$ cat src/rtl/reg_wb_ctrl.sv
// reg_wb_ctrl: register-file writeback controller.
//   Merges execute results (direct path) and load results (small FIFO) into the
//   single registered write port of the GPR file, and keeps a pending-write scoreboard.
//   Latency: ex accepted at edge N -> write visible N..N+1; load pushed into an empty
//   FIFO at edge N -> written from edge N+1 at the earliest.
//   Backpressure: ex_ready_o = ld_ready_o = !FIFO full (independent of any valid input).
// Ports: clk/rst_n (async, active-low); ex_* execute result handshake; ld_* load
//   handshake; reserve_i/reserve_idx_i scoreboard set; busy_o scoreboard;
//   reg_w_idx_o/wdata_o/wen_o/wr_scope_o register-file write port.
// Optional macro WB_BYPASS_EN: adds combinational read-bypass ports a/b
//   (ra_index_i, rvalue_a_i, rvalue_a_o, rb_index_i, rvalue_b_i, rvalue_b_o).
module reg_wb_ctrl #(
   parameter int NREGS     = 16,
   parameter int IDXW      = 4,
   parameter int LDQ_DEPTH = 2
) (
   input  logic             clk,
   input  logic             rst_n,
   input  logic             ex_valid_i,
   output logic             ex_ready_o,
   input  logic [IDXW-1:0]  ex_idx_i,
   input  logic [31:0]      ex_data_i,
   input  logic [1:0]       ex_scope_i,
   input  logic             ld_valid_i,
   output logic             ld_ready_o,
   input  logic [IDXW-1:0]  ld_idx_i,
   input  logic [31:0]      ld_data_i,
   input  logic [1:0]       ld_scope_i,
   input  logic             reserve_i,
   input  logic [IDXW-1:0]  reserve_idx_i,
   output logic [NREGS-1:0] busy_o,
`ifdef WB_BYPASS_EN
   input  logic [IDXW-1:0]  ra_index_i,
   input  logic [31:0]      rvalue_a_i,
   output logic [31:0]      rvalue_a_o,
   input  logic [IDXW-1:0]  rb_index_i,
   input  logic [31:0]      rvalue_b_i,
   output logic [31:0]      rvalue_b_o,
`endif
   output logic [IDXW-1:0]  reg_w_idx_o,
   output logic [31:0]      wdata_o,
   output logic             wen_o,
   output logic [1:0]       wr_scope_o
);

   localparam int PTRW = (LDQ_DEPTH > 1) ? $clog2(LDQ_DEPTH) : 1;
   localparam int CNTW = PTRW + 1;

   // Load FIFO storage (no reset needed: the count defines validity)
   logic [IDXW-1:0] ldq_idx_q   [LDQ_DEPTH];
   logic [31:0]     ldq_data_q  [LDQ_DEPTH];
   logic [1:0]      ldq_scope_q [LDQ_DEPTH];

   logic [PTRW-1:0] wr_ptr_q, wr_ptr_d;
   logic [PTRW-1:0] rd_ptr_q, rd_ptr_d;
   logic [CNTW-1:0] cnt_q, cnt_d;

   logic [IDXW-1:0]  idx_q, idx_d;
   logic [31:0]      data_q, data_d;
   logic [1:0]       scope_q, scope_d;
   logic             wen_q, wen_d;
   logic [NREGS-1:0] busy_q, busy_d;

   logic ldq_full, ldq_empty, push, pop, ex_take;

   assign ldq_full   = (cnt_q == CNTW'(LDQ_DEPTH));
   assign ldq_empty  = (cnt_q == '0);
   assign ex_ready_o = !ldq_full;
   assign ld_ready_o = !ldq_full;

   // A full FIFO always wins so loads cannot be starved forever; otherwise ex has priority.
   assign pop     = !ldq_empty && (ldq_full || !ex_valid_i);
   assign ex_take = !pop && ex_valid_i && ex_ready_o;
   assign push    = ld_valid_i && ld_ready_o;

   always_comb begin
      wen_d    = 1'b0;
      idx_d    = idx_q;
      data_d   = data_q;
      scope_d  = scope_q;
      busy_d   = busy_q;
      wr_ptr_d = wr_ptr_q + PTRW'(push);
      rd_ptr_d = rd_ptr_q + PTRW'(pop);
      cnt_d    = cnt_q + CNTW'(push) - CNTW'(pop);
      if (pop) begin
         idx_d   = ldq_idx_q[rd_ptr_q];
         data_d  = ldq_data_q[rd_ptr_q];
         scope_d = ldq_scope_q[rd_ptr_q];
         wen_d   = |ldq_scope_q[rd_ptr_q];  // scope 00 retires silently
         busy_d[ldq_idx_q[rd_ptr_q]] = 1'b0;
      end else if (ex_take) begin
         idx_d   = ex_idx_i;
         data_d  = ex_data_i;
         scope_d = ex_scope_i;
         wen_d   = |ex_scope_i;
         busy_d[ex_idx_i] = 1'b0;
      end
      // Applied after the clear so a same-edge reserve of the retiring register wins.
      if (reserve_i) begin
         busy_d[reserve_idx_i] = 1'b1;
      end
   end

   always_ff @(posedge clk or negedge rst_n) begin
      if (!rst_n) begin
         wr_ptr_q <= '0;
         rd_ptr_q <= '0;
         cnt_q    <= '0;
         idx_q    <= '0;
         data_q   <= '0;
         scope_q  <= '0;
         wen_q    <= 1'b0;
         busy_q   <= '0;
      end else begin
         wr_ptr_q <= wr_ptr_d;
         rd_ptr_q <= rd_ptr_d;
         cnt_q    <= cnt_d;
         idx_q    <= idx_d;
         data_q   <= data_d;
         scope_q  <= scope_d;
         wen_q    <= wen_d;
         busy_q   <= busy_d;
      end
   end

   always_ff @(posedge clk) begin
      if (push) begin
         ldq_idx_q[wr_ptr_q]   <= ld_idx_i;
         ldq_data_q[wr_ptr_q]  <= ld_data_i;
         ldq_scope_q[wr_ptr_q] <= ld_scope_i;
      end
   end

   assign reg_w_idx_o = idx_q;
   assign wdata_o     = data_q;
   assign wr_scope_o  = scope_q;
   assign wen_o       = wen_q;
   assign busy_o      = busy_q;

`ifdef WB_BYPASS_EN
   // Forward the in-flight write half-by-half over the register-file read value.
   function automatic logic [31:0] bypass(input logic [IDXW-1:0] ridx, input logic [31:0] rval);
      logic [31:0] v;
      v = rval;
      if (wen_q && (idx_q == ridx)) begin
         if (scope_q[1]) v[31:16] = data_q[31:16];
         if (scope_q[0]) v[15:0]  = data_q[15:0];
      end
      return v;
   endfunction

   assign rvalue_a_o = bypass(ra_index_i, rvalue_a_i);
   assign rvalue_b_o = bypass(rb_index_i, rvalue_b_i);
`endif

endmodule

$ cat config.mk
export PLATFORM = sky130hd
export DESIGN_NAME = reg_wb_ctrl
export DESIGN_NICKNAME = d
export VERILOG_FILES = /design/src/rtl/reg_wb_ctrl.sv
export SDC_FILE = /design/constraint.sdc
export NUM_CORES = 1
export LEC_CHECK = 0
export CORE_ASPECT_RATIO = 0.7
export CORE_MARGIN = 2
export CORE_UTILIZATION = 35
export CTS_CLUSTER_DIAMETER = 50
export CTS_CLUSTER_SIZE = 14
export DETAILED_ROUTE_END_ITERATION = 8
export GPL_ROUTABILITY_DRIVEN = 0
export MAX_ROUTING_LAYER = met4
export PLACE_DENSITY = 0.58
export SLEW_MARGIN = 20
export SYNTH_ARGS = -nofsm -noshare
export SYNTH_HDL_FRONTEND = slang
export SYNTH_SLANG_ARGS = --single-unit
$ cat constraint.sdc
create_clock -name clk -period 6.4 [get_ports clk]
set_clock_uncertainty 0.15 [all_clocks]
set_input_delay 1.28 -clock clk [delete_from_list [all_inputs] [get_ports clk]]
set_output_delay 1.28 -clock clk [all_outputs]
set_load 0.01 [all_outputs]
==> results of run 1 <==
flip-flops by register name, summed over array words and instances, names as in the netlist:
| register | flops |
|---|---|
| ldq_data_q | 64 |
| wdata_o | 32 |
| busy_o | 16 |
| ldq_idx_q | 8 |
| ldq_scope_q | 4 |
| reg_w_idx_o | 4 |
| cnt_q | 2 |
| wr_scope_o | 2 |
| rd_ptr_q | 1 |
| wen_o | 1 |
| wr_ptr_q | 1 |
power groups by stage:
stage	Sequential [uW]	Combinational, uW	Clock [uW]
after floorplan	1460	806	0
after global routing	1550	1550	968
after detailed placement	1520	1420	0
after global placement	1520	1380	0
after CTS	1510	1430	931
final	1510	1430	908
critical path: stages, from the launching register on:
cell	delay, ps
dfrtp_2	940
nor2b_1	390
inv_1	120
buf_4	460
clkdlybuf4s50_1	640
cell usage in the layout (no fill, tap or decap), types with 7 or more instances in the layout:
cell type	n
a21oi_1	38
clkbuf_16	17
clkdlybuf4s50_1	139
clkinv_2	7
dfrtp_1	57
edfxtp_1	76
inv_1	7
mux2_2	37
nand2_1	11
nand2b_1	35
nor2_1	8
o21a_1	34
o21ai_0	50
o22ai_1	42
or2b_1	8
kinds of logic after synthesis:
family                   Yosys count  share of synthesized area
AND/OR/NAND/NOR                   87                     0.0833
adder cells (fa/ha/maj)            4                    0.00811
flip-flops                       135                      0.609
buffers and inverters             41                     0.0314
multiplexers                      41                     0.0768
XOR/XNOR                           3                    0.00426
AO/OA/AOI/OAI                    187                      0.187
through the flow:
step	cells	instance area [sq um]
5_1_grt	873	8310
3_3_place_gp	841	7740
6_report	873	8310
2_1_floorplan	498	6170
3_5_place_dp	841	7740
4_1_cts	873	8290
worst max-delay path by stage:
stage,from,endpoint,slack (ps),cells after the start
2_1_floorplan,ld_valid_i,ldq_data_q[1][0],3460,3
3_3_place_gp,cnt_q[0],ex_ready_o,2490,4
3_5_place_dp,cnt_q[0],ld_ready_o,2470,4
4_1_cts,cnt_q[0],ld_ready_o,2000,4
5_1_grt,cnt_q[0],ex_ready_o,1830,4
6_report,cnt_q[0],ld_ready_o,2000,4
synthesized netlist by cell type (all sizes together) (3+ instances only):
cell type / n
o22ai: 42
nand2: 11
nor2: 8
or2b: 8
o221ai: 5
nand3: 4
o21a: 34
inv: 7
nand2b: 35
mux2i: 3
ha: 4
o21ai: 51
o211ai: 4
edfxtp: 76
buf: 17
mux2: 38
nor3: 6
clkbuf: 17
xnor2: 3
a21oi: 38
dfrtp: 59
layer usage:
metal  vias to the layer above  GRT usage  share of wire
met1                      2232      0.257           0.47
li1                       2148          -              -
met4                         0     0.0726          0.014
met2                       216      0.267           0.44
met5                         -          -              0
met3                        25     0.0458          0.078
layout make-up:
type	instances	area share
flip-flops and latches	135	0.453
multi-input cells	322	0.270
repair buffers	146	0.173
clock buffers	20	0.0525
well taps	231	0.0348
clock inverters	12	0.0132
inverters	7	0.00316
==> run metrics, run 1 <==
status finished clean; # clock sinks 135; Peak VDD IR 0.195 mV; multi-input logic area 2250 sq um; crit path max fanout 44; post-synth top area share 0.370; worst-case clock buffer depth 2; worst path arrival time 2970 ps; Synth area leaders edfxtp_1, dfrtp_1, mux2_2; Fillers around 1500; DP Wirelength 10.7 mm; Leak 0.00294 uW; Reg power frac 0.393; area of the mapped netlist 6170 sq um; final wirelength about 16 mm; TNS Setup 0 ps; input/output buffers 141; Ports 142; leading area contributor after synthesis edfxtp_1; Num CTS Buffers 17; core area between 15000 and 20000 sq um; fmax about 230 MHz; Crit Reg-Reg Startpoint cnt_q[0]; WS Path Type register to primary output; share of post-route cells with drive strength above 1 0.128; setup slack, reg-to-reg 3050 ps; Final Power 3850 uW; Final WS setup ~2000 ps; Yosys Warn Count 0; Synth Instances 498; maxcap violations 0; H-tree depth 4; clock root cell clkbuf_16; DRT antenna net count 0; initial antenna violation count 0; Netlist cell types 48; Syn-to-layout area delta 34.6%; Reg2Reg Capture Point ldq_idx_q[0][2]; wire per inst about 19 um; final hold violation count 0; syn_area_per_cell 12.4 sq um; Post-CTS Setup Inserts 0; min-delay src busy_o[3]; routed vias 4621; Pint between 2000 and 3000 uW; Worst setup SP type register; global route overflow 0; reg2reg path depth 6; Switching Fraction 0.337; row count 40; Final setup viols 0; first-pass iteration count of the detailed router 5; worst-skew pair later-pin latency 410 ps; CP endpoint kind primary output; Async S/R FF share, synth 0.437; DRC Markers 0; vias per inst 5.29; vias in the first global route 4762; Hold Path Depth 1; TritonCTS clock tree yes; sequential share of the synthesized area 0.609; Die H 115 um; cts hold-fix bufs 0; CTS clk-pin slew, worst paths 60 ps; Pwr per Cell Area 463 nW/um^2; GRT Overall Usage 0.187; Final min period 4400 ps; Synth Flop Type edfxtp_1; Yosys reg bits 135; Initial Util 0.359; final layout net count 718; syn_nets 587; Die Area approximately 19000 sq um; EDFF count, synth 76; Max Slew Vio Count 0; hold path endpoint busy_o[3]; Worst Setup Slack post-DPL 2470 ps; post-cts repair resize count 0; Die Wd 163 um; Worst Path Required slightly below 5000 ps; combinational share of power 0.371; period utilization 0.688; RSZ-0062 raised after global routing no; antenna fix cells 0; Clock power frac 0.236; global-route wire length before repair 25.4 mm; P_sw 1300 uW; iteration-0 DRC count of the detailed router about 330; hold_ws 379 ps; largest net degree at the start of global routing 60; Least-Margin Pin Slew roughly 870 ps; Reg area 3760 sq um; HP Class register to register; Core Util, Final 0.483; Slew Limit Headroom 0.417
Note: power is estimated with default switching activity, not from simulation.
==> run 2: changes to the inputs <==
- clock period: 6.4 -> 4.55 ns (I/O delays scaled with it)
==> run 2 against run 1 <==
  * Wire length up 5.7%
  * Hold slack better by 8.6 ps
  * Clock power up 63%
  * Sequential share of layout area down 0.56 points
==> run metrics, run 2 (same netlist as run 1, synthesis figures left out) <==
Initial Util 0.359 (unchanged); DRT antenna net count 0 (unchanged); Slew Limit Headroom 0.386 (-0.0307); Max Slew Vio Count 0 (unchanged); WS Path Type register to primary output; Ports 142 (unchanged); reg2reg path depth 6 (unchanged); H-tree depth 4 (unchanged); period utilization 0.855; worst-skew pair later-pin latency 410 ps (about the same); Final setup viols 0 (unchanged); RSZ-0062 raised after global routing no; crit-path max cell delay 780 ps (-160 ps); Largest Register ldq_data_q; largest net degree at the start of global routing 47 (-22%); setup slack, reg-to-reg 1140 ps (-1910 ps); Reg2Reg Capture Point ldq_idx_q[0][1]; row count 40 (unchanged); vias per inst 5.34 (+0.88%); fmax ~260 MHz; initial antenna violation count 0 (unchanged); global-route wire length before repair 26.5 mm (+4.2%); global route overflow 0 (unchanged); multi-input logic area 2230 sq um (-0.89%); maxcap violations 0 (unchanged); Fillers 1559 (+1.2%); Peak VDD IR 0.333 mV (+71%); final hold violation count 0 (unchanged); status finished clean; iteration-0 DRC count of the detailed router 336 (+0.60%); critical path's top delay family buffers and inverters; final std cells w/o fill 877 (+0.46%); Pwr per Cell Area 667 nW/um^2 (+44%); commonest cells after routing, fill and taps aside clkdlybuf4s50_1, edfxtp_1, dfrtp_1, o21ai_0, o22ai_1; Syn-to-layout area delta 36.3%; HP Class register to register; post-cts repair resize count 0 (unchanged); Least-Margin Pin Slew 920 ps (+46.1 ps); core area 17200 sq um (unchanged); worst path arrival time 2830 ps (-140 ps); most common cell after layout, fill and taps aside clkdlybuf4s50_1; hold_ws 388 ps (+8.56 ps); DP Wirelength 11.5 mm (+6.8%); first-pass iteration count of the detailed router 5 (unchanged); cts hold-fix bufs 0 (unchanged); Cells after DPL 845 (+0.48%); Hold Path Depth 1 (unchanged); antenna fix cells 0 (unchanged); Post-CTS Setup Inserts 0 (unchanged); Leak 0.00300 uW (+1.8%); final wirelength 17.3 mm (+5.7%); vias in the first global route 4792 (+0.63%); Final min period between 3000 and 4000 ps; input/output buffers 141 (unchanged); wire per inst 19.7 um (+5.2%); CTS clk-pin slew, worst paths 60 ps (about the same); worst-case clock buffer depth 2 (unchanged); clock root cell clkbuf_16; Die Wd 163 um (unchanged); hold path endpoint busy_o[1]; cells along the critical path nor2b_1, inv_1, clkdlybuf4s50_1; Die H 115 um (unchanged); share of post-route cells with drive strength above 1 0.138 (+0.0100); GRT Overall Usage 0.193 (+0.00591); Crit Reg-Reg Startpoint cnt_q[0]; final layout net count 722 (+0.56%); TritonCTS clock tree yes; # clock sinks 135 (unchanged); Crit-path slowest cell nor2b_1; crit path max fanout 44 (unchanged); Worst setup SP type register; min-delay src busy_o[1]; Reg area 3760 sq um (unchanged); TNS Setup 0 ps (unchanged); worst path bufs/invs 2 (-1); Die Area 18700 sq um (unchanged); routed vias 4683 (+1.3%); Largest register FFs 64 (unchanged); Worst Path Required 3490 ps (-1480 ps); Num CTS Buffers 17 (unchanged); DRC Markers 0 (unchanged); CP endpoint kind primary output
## run 2: cell types whose count changed in the layout (fill, tap and decap cells not counted), sizes merged
cell,delta
clkinvlp,+1
buf,+4
bufinv,+2
inv,+2
clkbuf,+1
clkinv,-6
## run 2: worst max-delay path by stage
stage               cells after the start  startpoint               end
global placement                        3    cnt_q[0]        ld_ready_o
global route                            3    cnt_q[0]        ld_ready_o
finish                                  3    cnt_q[0]        ex_ready_o
floorplan                               6    cnt_q[1]  ldq_data_q[1][0]
CTS                                     3    cnt_q[0]        ex_ready_o
detailed placement                      3    cnt_q[0]        ex_ready_o
## run 2: routing by layer
| layer | vias up | track usage | wire (um) |
|---|---|---|---|
| met2 | 199 | 0.274 | 7570 |
| met3 | 11 | 0.0498 | 1230 |
| li1 | 2156 | - | - |
| met4 | 0 | 0.0643 | 135 |
| met1 | 2317 | 0.268 | 8330 |
| met5 | - | - | 0 |
## run 2: layout make-up
cell class	instances	area share
flip-flops and latches	135	0.447
multi-input cells	322	0.265
repair buffers	150	0.175
clock buffers	21	0.0559
well taps	231	0.0343
clock inverters	11	0.0202
inverters	7	0.00312
## run 2: through the flow
| stage | worst slack, ps | util | instance area, sq um | power (uW) |
|---|---|---|---|---|
| after global routing | 494 | 0.489 | 8420 | 5910 |
| after detailed placement | 1070 | 0.451 | 7770 | 4160 |
| final | 659 | 0.489 | 8420 | 5620 |
| after CTS | 641 | 0.489 | 8410 | 5650 |
| after global placement | 1130 | 0.451 | 7770 | 4100 |
| after floorplan | 1850 | - | 6170 | 3190 |
## run 2: power by group
part           switching (uW)  internal [uW]
Combinational             982           1030
Sequential                362           1760
Clock                     517            963
